### src/rtl/fp_dispatch.sv
// fp_dispatch: hands one FP add/sub request at a time to an external adder,
// waits for completion or timeout, and returns the result with status flags.
//
// Parameter : TIMEOUT - WAIT cycles without add_done before the request is abandoned
// Macro     : FP_DISPATCH_NEGATE_EN - issue subtraction as addition of a negated op2
// Ports     : clk, n_rst (async, active-low)
//             req_valid/req_ready, req_mode, req_op1, req_op2   host request
//             rsp_valid/rsp_ready, rsp_result, rsp_overflow,
//             rsp_timeout                                       host response
//             add_start, mode, op1, op2                         adder command
//             add_result, add_done, add_overflow                adder status
module fp_dispatch #(
    parameter int TIMEOUT = 15
) (
    input  logic        clk,
    input  logic        n_rst,
    input  logic        req_valid,
    output logic        req_ready,
    input  logic        req_mode,
    input  logic [31:0] req_op1,
    input  logic [31:0] req_op2,
    output logic        rsp_valid,
    input  logic        rsp_ready,
    output logic [31:0] rsp_result,
    output logic        rsp_overflow,
    output logic        rsp_timeout,
    output logic        add_start,
    output logic        mode,
    output logic [31:0] op1,
    output logic [31:0] op2,
    input  logic [31:0] add_result,
    input  logic        add_done,
    input  logic        add_overflow
);

    localparam logic [1:0] IDLE  = 2'd0;
    localparam logic [1:0] ISSUE = 2'd1;
    localparam logic [1:0] WAIT  = 2'd2;
    localparam logic [1:0] RESP  = 2'd3;

    logic [1:0]  state;
    logic [1:0]  state_nxt;
    logic [4:0]  wait_cnt;
    logic [4:0]  wait_cnt_inc;
    logic        timeout_hit;
    logic        accept;
    logic        wait_exit;
    logic [31:0] op2_in;
    logic        mode_in;

`ifdef FP_DISPATCH_NEGATE_EN
    assign op2_in  = req_mode ? {~req_op2[31], req_op2[30:0]} : req_op2;
    assign mode_in = 1'b0;
`else
    assign op2_in  = req_op2;
    assign mode_in = req_mode;
`endif

    assign req_ready = (state == IDLE);
    assign add_start = (state == ISSUE);
    assign rsp_valid = (state == RESP);
    assign accept    = req_valid && req_ready;

    // Timeout fires on the WAIT cycle whose increment reaches TIMEOUT,
    // so exactly TIMEOUT WAIT cycles elapse; add_done still wins there.
    assign wait_cnt_inc = wait_cnt + 5'd1;
    assign timeout_hit  = (state == WAIT) && !add_done &&
                          (wait_cnt_inc == 5'(TIMEOUT));
    assign wait_exit    = (state == WAIT) && (add_done || timeout_hit);

    always_comb begin
        state_nxt = state;
        case (state)
            IDLE:    if (accept) state_nxt = ISSUE;
            ISSUE:   state_nxt = WAIT;
            WAIT:    if (wait_exit) state_nxt = RESP;
            RESP:    if (rsp_ready) state_nxt = IDLE;
            default: state_nxt = IDLE;
        endcase
    end

    always_ff @(posedge clk or negedge n_rst) begin
        if (!n_rst) begin
            state <= IDLE;
        end else begin
            state <= state_nxt;
        end
    end

    always_ff @(posedge clk or negedge n_rst) begin
        if (!n_rst) begin
            op1  <= '0;
            op2  <= '0;
            mode <= 1'b0;
        end else if (accept) begin
            op1  <= req_op1;
            op2  <= op2_in;
            mode <= mode_in;
        end
    end

    always_ff @(posedge clk or negedge n_rst) begin
        if (!n_rst) begin
            wait_cnt <= '0;
        end else if (state == ISSUE) begin
            wait_cnt <= '0;
        end else if ((state == WAIT) && !add_done) begin
            wait_cnt <= wait_cnt_inc;
        end
    end

    always_ff @(posedge clk or negedge n_rst) begin
        if (!n_rst) begin
            rsp_result   <= '0;
            rsp_overflow <= 1'b0;
            rsp_timeout  <= 1'b0;
        end else if (wait_exit) begin
            if (add_done) begin
                rsp_result   <= add_result;
                rsp_overflow <= add_overflow || (&add_result[30:23]);
                rsp_timeout  <= 1'b0;
            end else begin
                rsp_result   <= 32'h7FC0_0000;
                rsp_overflow <= 1'b0;
                rsp_timeout  <= 1'b1;
            end
        end
    end

endmodule
### config.mk
export PLATFORM = sky130hd
export DESIGN_NAME = fp_dispatch
export DESIGN_NICKNAME = d
export VERILOG_FILES = /design/src/rtl/fp_dispatch.sv
export SDC_FILE = /design/constraint.sdc
export NUM_CORES = 1
export LEC_CHECK = 0
export BUFFER_PORTS_ARGS = -buffer_cell sky130_fd_sc_hd__clkbuf_2
export CAP_MARGIN = 20
export CORE_ASPECT_RATIO = 1.1
export CORE_MARGIN = 1
export CORE_UTILIZATION = 35
export CTS_CLUSTER_DIAMETER = 200
export DETAILED_ROUTE_END_ITERATION = 16
export PLACE_DENSITY = 0.65
export SYNTH_ARGS = -nofsm -noshare
export SYNTH_HDL_FRONTEND = slang
export SYNTH_SLANG_ARGS = --single-unit
export TNS_END_PERCENT = 20
### constraint.sdc
create_clock -name clk -period 1.8 [get_ports clk]
set_input_delay 0.27 -clock clk [delete_from_list [all_inputs] [get_ports clk]]
set_output_delay 0.27 -clock clk [all_outputs]
set_load 0.02 [all_outputs]
Word-level counts from Yosys, hierarchy flattened --
Cells that the tools add are included.
Operators by class: equality and inequality tests 7, muxes and demuxes 9, reduce and logical (&&, ||, !) cells 11, add/subtract/negate cells 1
Operators by type and width (count):
- two-way mux 32 bit | 1
- two-way mux 5 bit | 2
- one-hot mux 2 bit (4 select lines) | 1
- AND reduction 8 bit | 1
- two-way mux 2 bit | 3
- adder 5 x 1 -> 5 bit (second input constant) | 1
- equality test 5 x 4 -> 1 bit (second input constant) | 1
- equality test 2 bit (second input constant) | 2
- logical AND 1 bit | 4
- != test 2 x 1 -> 1 bit (second input constant) | 2
- AND reduction 3 bit | 1
- equality test 2 x 1 -> 1 bit (second input constant) | 1
- zero test 2 bit | 1
- logical OR 1 bit | 2
- two-way mux 1 bit | 2
- != test 2 bit (second input constant) | 1
- nonzero test 2 bit | 1
- zero test 1 bit | 1
Storage, ports and cells: logic and storage cells 36, input bits 103, bits in registers 106, output and inout port bits 102

Logic depth before layout (Yosys ltp) --
Gate-level depths: netlist of run 1.
depth in word-level cells 7, gate-level depth with buffers 7, depth with buffers taken out 6

Least setup slack after synthesis of run 1 --
No wires, ideal clock.
path type flip-flop to flip-flop, start point register state[0], end point register mode, clock period less this slack 1.851 ns, setup slack -0.051 ns, stages on the path, launching flop included 7, arrival 1.726 ns, library setup time 0.125 ns, data required time 1.675 ns, buffers on the path 2, cells stage by stage dfrtp_1 inv_1 ha_1 nand2_1 clkbuf_1 buf_2 mux2_2
Between the ends: longest elaborated chain between the ends 2
RTL lines:
- start: declaration | RTL line 41 | logic [1:0] state;
- start signal: assignment | RTL line 86 | state <= state_nxt;
- zero test 2 bit | RTL line 59 | assign req_ready = (state == IDLE);
- named net req_ready | RTL line 18 | output logic req_ready,
- logical AND 1 bit | RTL line 62 | assign accept = req_valid && req_ready;
- end signal: assignment | RTL line 98 | mode <= mode_in;
- end: declaration | RTL line 28 | output logic mode,
The timed path passes the listed nets, and every way through them passes these cells. A chain may end at the register's enable or synchronous reset.

Worst setup path in the final report of run 1 --
start point register state[1], end point register op1[29]
Between the ends: longest elaborated chain between the ends 2
RTL lines:
- zero test 2 bit | RTL line 59
- logical AND 1 bit | RTL line 62
- end signal: assignment | RTL line 96 | op1 <= req_op1;
- end: declaration | RTL line 29 | output logic [31:0] op1,
Every way passes these cells.

==> results of run 1 <==
[synth_stat cells, drive strengths merged (2+ instances only)]
library cell / number
a21oi: 13
a221o: 23
buf: 11
clkbuf: 6
dfrtp: 106
ha: 7
inv: 16
mux2: 65
nand2: 6
nand2b: 2
nand4: 3
nor2: 9
nor2b: 24
o21ai: 2
o22ai: 10
o311ai: 2
xor2: 4
[final timing paths]
kind | to | slack (ns) | depth (start not counted)
max in group asynchronous | op1[30]$_DFFE_PN0P_ | 1.39 | 2
min in group clk | op2[20]$_DFFE_PN0P_ | 0.16 | 2
max reg2reg | op1[29]$_DFFE_PN0P_ | 0.11 | 5
max | op1[29]$_DFFE_PN0P_ | 0.11 | 5
min reg2reg | rsp_timeout$_DFFE_PN0P_ | 0.50 | 2
min | op1[15]$_DFFE_PN0P_ | 0.01 | 2
[registers in the layout, indices dropped and copies added, names as in the netlist]
| register | count |
|---|---|
| op1 | 32 |
| mode | 1 |
| rsp_timeout | 1 |
| rsp_overflow | 1 |
| op2 | 32 |
| wait_cnt | 5 |
| rsp_result | 32 |
| state | 2 |
[cell type report]
cell class,instances,area (um^2),area share
timing repair buffer,224,1220,0.203
sequential,106,2650,0.440
clock buffer,10,229,0.0380
multi-input combinational,181,1600,0.264
tap,154,193,0.0319
clock inverter,5,80.1,0.0133
inverter,16,60.1,0.00995
[through the flow]
| step | setup slack (ns) | power, W | cell area, um^2 |
|---|---|---|---|
| after detailed placement | 0.112 | 0.00953 | 5710 |
| after CTS | 0.0620 | 0.0116 | 6020 |
| after floorplan | 0.0739 | 0.00754 | 4390 |
| final | 0.114 | 0.0115 | 6030 |
| after global routing | 0.0192 | 0.0122 | 6030 |
| after global placement | 0.154 | 0.00932 | 5710 |
[cell families after synthesis]
logic type / share of synthesized area
flip-flops: 0.604
multiplexers: 0.169
AO/OA/AOI/OAI: 0.0937
AND/OR/NAND/NOR: 0.0661
buffers and inverters: 0.0356
adder cells (fa/ha/maj): 0.0199
XOR/XNOR: 0.0117
[repair_timing]
item	CTS	global route
hold buffers	0	0
resized for setup	0	2
setup endpoints to repair	0	4
[critical path, cell delays in order, from the launching register on]
cell	delay [ns]
dfrtp_1	0.40
inv_1	0.07
ha_1	0.22
nand2_2	0.30
buf_12	0.22
mux2_2	0.35
[metal layers]
| layer | GRT usage | routed length (um) | vias to the layer above |
|---|---|---|---|
| li1 | - | - | 1577 |
| met1 | 0.205 | 4440 | 1650 |
| met2 | 0.277 | 5190 | 130 |
| met3 | 0.0383 | 666 | 6 |
| met4 | 0.0481 | 96 | 0 |
| met5 | 0 | 0 | - |
[power breakdown]
group / total [W] / switching [W] / internal (W)
clock: 0.00204 / 0.000832 / 0.00121
combinational: 0.00528 / 0.00297 / 0.00231
sequential: 0.00414 / 0.000637 / 0.00350
==> run metrics, run 1 <==
Post-synth EDFFs=0; most common cell after layout, fill and taps aside=clkbuf_2; synthesis-stage register bit count=106; critical path required time=2.01 ns; outcome=completed; hold_ws=0.0112 ns; Max Clock Skew=0.00817 ns; Die W=109 um; post-route minimum period=1.69 ns; non-filler instance count after layout=696; number of global-route vias before repair=3,335; # IOs=205; top cell type by total area after synthesis=dfrtp_1; Wirelength per Cell=14.9 um; TritonCTS buffer count=9; DRT Wirelength=10,400 um; Pleak=2.97 nW; CTS Buffer Depth=2; Core Area=12,100 um^2; gpl congestion=0.831; syn nets=430; count of different cell masters after synthesis=30; Async SR Flop Fraction=1.00; f_max=593 MHz; startpoint types=flip-flop; post-synth top area share=0.604; clock root buffer=clkbuf_16; final-stage net count=648; FILL cells=1,123; Finished Core Util=0.497; antenna violations before repair=0; H-Tree Depth=3; peak supply drop=0.814 mV; Reg2Reg Launch Point=state[1]$_DFFE_PN0P_; Final Hold Viols=0; GRT Residual Overflow=0; power density cells=1900 nW/um^2; setup bufs post-CTS=0; Avg Cell Area, Syn=13.7 um^2; mapped cell area=4390 um^2; Tcrit/Tclk final=0.937; Main synth FF type=dfrtp_1; std cell rows=42; top cells by area, synth=dfrtp_1 (60%), mux2_2 (17%), a221o_1 (5.2%); Slew Limit Fails=0; RSZ-0062 raised after global routing=false; PortBufs=204; HP Class=input pin to asynchronous set/reset pin; Syn Inst Count=320; clk sinks=106; initial DRC count=153; number of diodes=0; Setup TNS Final=0 ns; Slew headroom=0.632; vias=3,363; Worst-Margin Slew=0.553 ns; WS Path Type=flip-flop to flip-flop; first-pass GRT wire length=16,400 um; synth warn=0; Post-DP HPWL=7780 um; CTS tree=done; Worst EP arrival=1.90 ns; Max Cap Violations=0; Final setup viols=0; Worst Setup SP=state[1]$_DFFE_PN0P_; most frequent cells in the layout=clkbuf_2 (203), dfrtp_1 (106), mux2_2 (65), nor2b_1 (24), a221o_1 (23); Detail Route Antenna Nets=0; Initial Util=0.362; Clock Latency Late Sink=0.33 ns; DRC violations left=0; clock slew at reported path FFs=0.07 ns; register area share after synthesis=0.604; Global Route Usage Sum=0.164; Placed Cells=681; Crit. End Element=flip-flop; Via density=4.83; Die Ht=119 um; largest net degree at the start of global routing=107; Worst Path Max Fanout=22; layout cells sized above 1=0.572; full die area=13,000 um^2; Syn-to-layout area delta=37.4%; 1st-pass router iterations=4
(Power assumes the default switching activity.)
==> run 2, diff against run 1 <==
--- a/config.mk
+++ b/config.mk
@@ -7,12 +7,15 @@
 export LEC_CHECK = 0
 export BUFFER_PORTS_ARGS = -buffer_cell sky130_fd_sc_hd__clkbuf_2
 export CAP_MARGIN = 20
+export CELL_PAD_IN_SITES_DETAIL_PLACEMENT = 1
+export CELL_PAD_IN_SITES_GLOBAL_PLACEMENT = 2
 export CORE_ASPECT_RATIO = 1.1
 export CORE_MARGIN = 1
-export CORE_UTILIZATION = 35
+export CORE_UTILIZATION = 27
+export CTS_BUF_LIST = sky130_fd_sc_hd__clkbuf_4
 export CTS_CLUSTER_DIAMETER = 200
 export DETAILED_ROUTE_END_ITERATION = 16
-export PLACE_DENSITY = 0.65
+export PLACE_DENSITY_LB_ADDON = 0.1
 export SYNTH_ARGS = -nofsm -noshare
 export SYNTH_HDL_FRONTEND = slang
 export SYNTH_SLANG_ARGS = --single-unit
==> run 2 against run 1 <==
Compared with the run above: wire length up 28%; final cell count up 17%; clock power down 31%; sequential power about the same; worst setup slack worse by 0.049 ns; register-to-register slack worse by 0.05 ns; sequential share of layout area down 4.3 points; largest cell class unchanged.
==> run metrics, run 2 (synthesized netlist as in run 1, its figures left out) <==
1st-pass router iterations=4; Logic pwr share=0.496; Regs by FF count=op1: 32 flops, op2: 32 flops, rsp_result: 32 flops; hold_ws=0.0404 ns; Slew Limit Fails=0; Cell Chain, Critical Path=ha_1, xor2_1, and3b_2, a21oi_4, buf_12, a221o_1; largest net degree at the start of global routing=51; CP max stage cell=dfrtp_1; H-Tree Depth=3; Slew headroom=0.654; Worst-Margin Slew=0.519 ns; Wirelength per Cell=16.3 um; Final Hold Viols=0; Syn-to-layout area delta=52.3%; PortBufs=204; std cell rows=48; post-route minimum period=1.74 ns; Post-DP HPWL=9650 um; CP top delay family=flip-flops; power density cells=1640 nW/um^2; FILL cells=1,743; largest stage delay on the critical path=0.43 ns; clk sinks=106; CTS Buffer Depth=2; switching pwr=0.00456 W; antenna violations before repair=2; vias=3,714; Crit. End Element=flip-flop; HP Class=input pin to flip-flop; Buf/Inv on CP=1; final-stage net count=718; initial DRC count=113; clock root buffer=clkbuf_4; Global Route Usage Sum=0.163; DRT Wirelength=13,300 um; Finished Core Util=0.423; layout cells sized above 1=0.501; setup bufs post-CTS=0; outcome=completed; f_max=576 MHz; full die area=16,800 um^2; Max Clock Skew=0.0150 ns; Setup WS post-layout=0.0649 ns; Worst EP arrival=2.09 ns; Max Cap Violations=0; peak supply drop=0.553 mV; Worst Path Max Fanout=18; Seq pwr share=0.376; gpl congestion=0.753; first-pass GRT wire length=20,800 um; Detail Route Antenna Nets=0; most common cell after layout, fill and taps aside=clkbuf_2; Worst Setup Slack post-DPL=0.0739 ns; WS Path Type=flip-flop to flip-flop; number of global-route vias before repair=4,088; GRT Residual Overflow=0; most frequent cells in the layout=clkbuf_2 (203), dfrtp_1 (106), dlygate4sd3_1 (77), mux2_2 (65), nor2b_1 (24); multi-input logic area=1590 um^2; Die W=124 um; TritonCTS buffer count=9; Final setup viols=0; Die Ht=136 um; Sequential Area=2650 um^2; Clock Latency Late Sink=0.46 ns; Core Area=15,800 um^2; clock network fraction of design power=0.128; startpoint types=flip-flop; # IOs=205; Pint=0.00643 W; Pleak=3.22 nW; switch share=0.415; CTS tree=done; Tcrit/Tclk final=0.964; Via density=4.56; Initial Util=0.278; critical path required time=2.16 ns; DRC violations left=0; clock slew at reported path FFs=0.17 ns
## run 2: area by class of cell
class | count | share of cell area
Inverter | 16 | 0.00898
Tap cell | 200 | 0.0374
Clock buffer | 11 | 0.0123
Multi-Input combinational cell | 181 | 0.238
Timing Repair Buffer | 294 | 0.294
Sequential cell | 106 | 0.397
Antenna cell | 2 | 0.000748
Clock inverter | 5 | 0.0118
## run 2: worst paths after layout
check	start	end	slack, ns	cells after the start
min in group asynchronous	n_rst	op2[7]$_DFFE_PN0P_	0.29	2
hold reg to reg	op2[26]$_DFFE_PN0P_	op2[26]$_DFFE_PN0P_	0.52	1
hold / removal	add_result[21]	rsp_result[21]$_DFFE_PN0P_	0.04	2
max in group asynchronous	n_rst	op2[14]$_DFFE_PN0P_	0.89	3
setup / recovery	wait_cnt[1]$_DFFE_PN0P_	rsp_result[14]$_DFFE_PN0P_	0.06	6
setup reg to reg	wait_cnt[1]$_DFFE_PN0P_	rsp_result[14]$_DFFE_PN0P_	0.06	6
## run 2: worst register-to-register path: cells and delay by family, from the launching register on
family	cells	cell delay, ns
fa+ha+maj	1	0.22
compound gates	2	0.39
xor+xnor	1	0.17
buf+inv	1	0.16
flops	1	0.43
simple gates	1	0.26
## run 2: per-layer routing
metal / wire, um / global-route usage / vias up / share of wire
met5: 0 / 0 / - / 0
met1: 5330 / 0.189 / 1864 / 0.40
li1: - / - / 1721 / -
met4: 226 / 0.0669 / 0 / 0.017
met3: 742 / 0.0286 / 13 / 0.056
met2: 7010 / 0.293 / 116 / 0.53
## run 2: timing repair
action,in CTS,in global routing
endpoints found under the setup margin,0,13
endpoints found under the hold margin,111,0
gates resized for setup,0,4
hold buffers,77,0
## run 2: power groups by stage
stage / sequential [W] / combinational, W / clock, W
after global routing: 0.00431 / 0.00592 / 0.00156
after floorplan: 0.00544 / 0.00210 / 0
after detailed placement: 0.00420 / 0.00540 / 0
after CTS: 0.00414 / 0.00554 / 0.00147
final: 0.00413 / 0.00546 / 0.00141
after global placement: 0.00414 / 0.00528 / 0
## run 2: through the flow
stage / instance area [um^2] / cells / setup TNS [ns] / total power [W]
final: 6690 / 815 / 0 / 0.0110
after global routing: 6690 / 815 / -0.00833 / 0.0118
after CTS: 6680 / 813 / 0 / 0.0112
after detailed placement: 5740 / 720 / 0 / 0.00959
after global placement: 5740 / 720 / 0 / 0.00942
after floorplan: 4390 / 320 / 0 / 0.00754
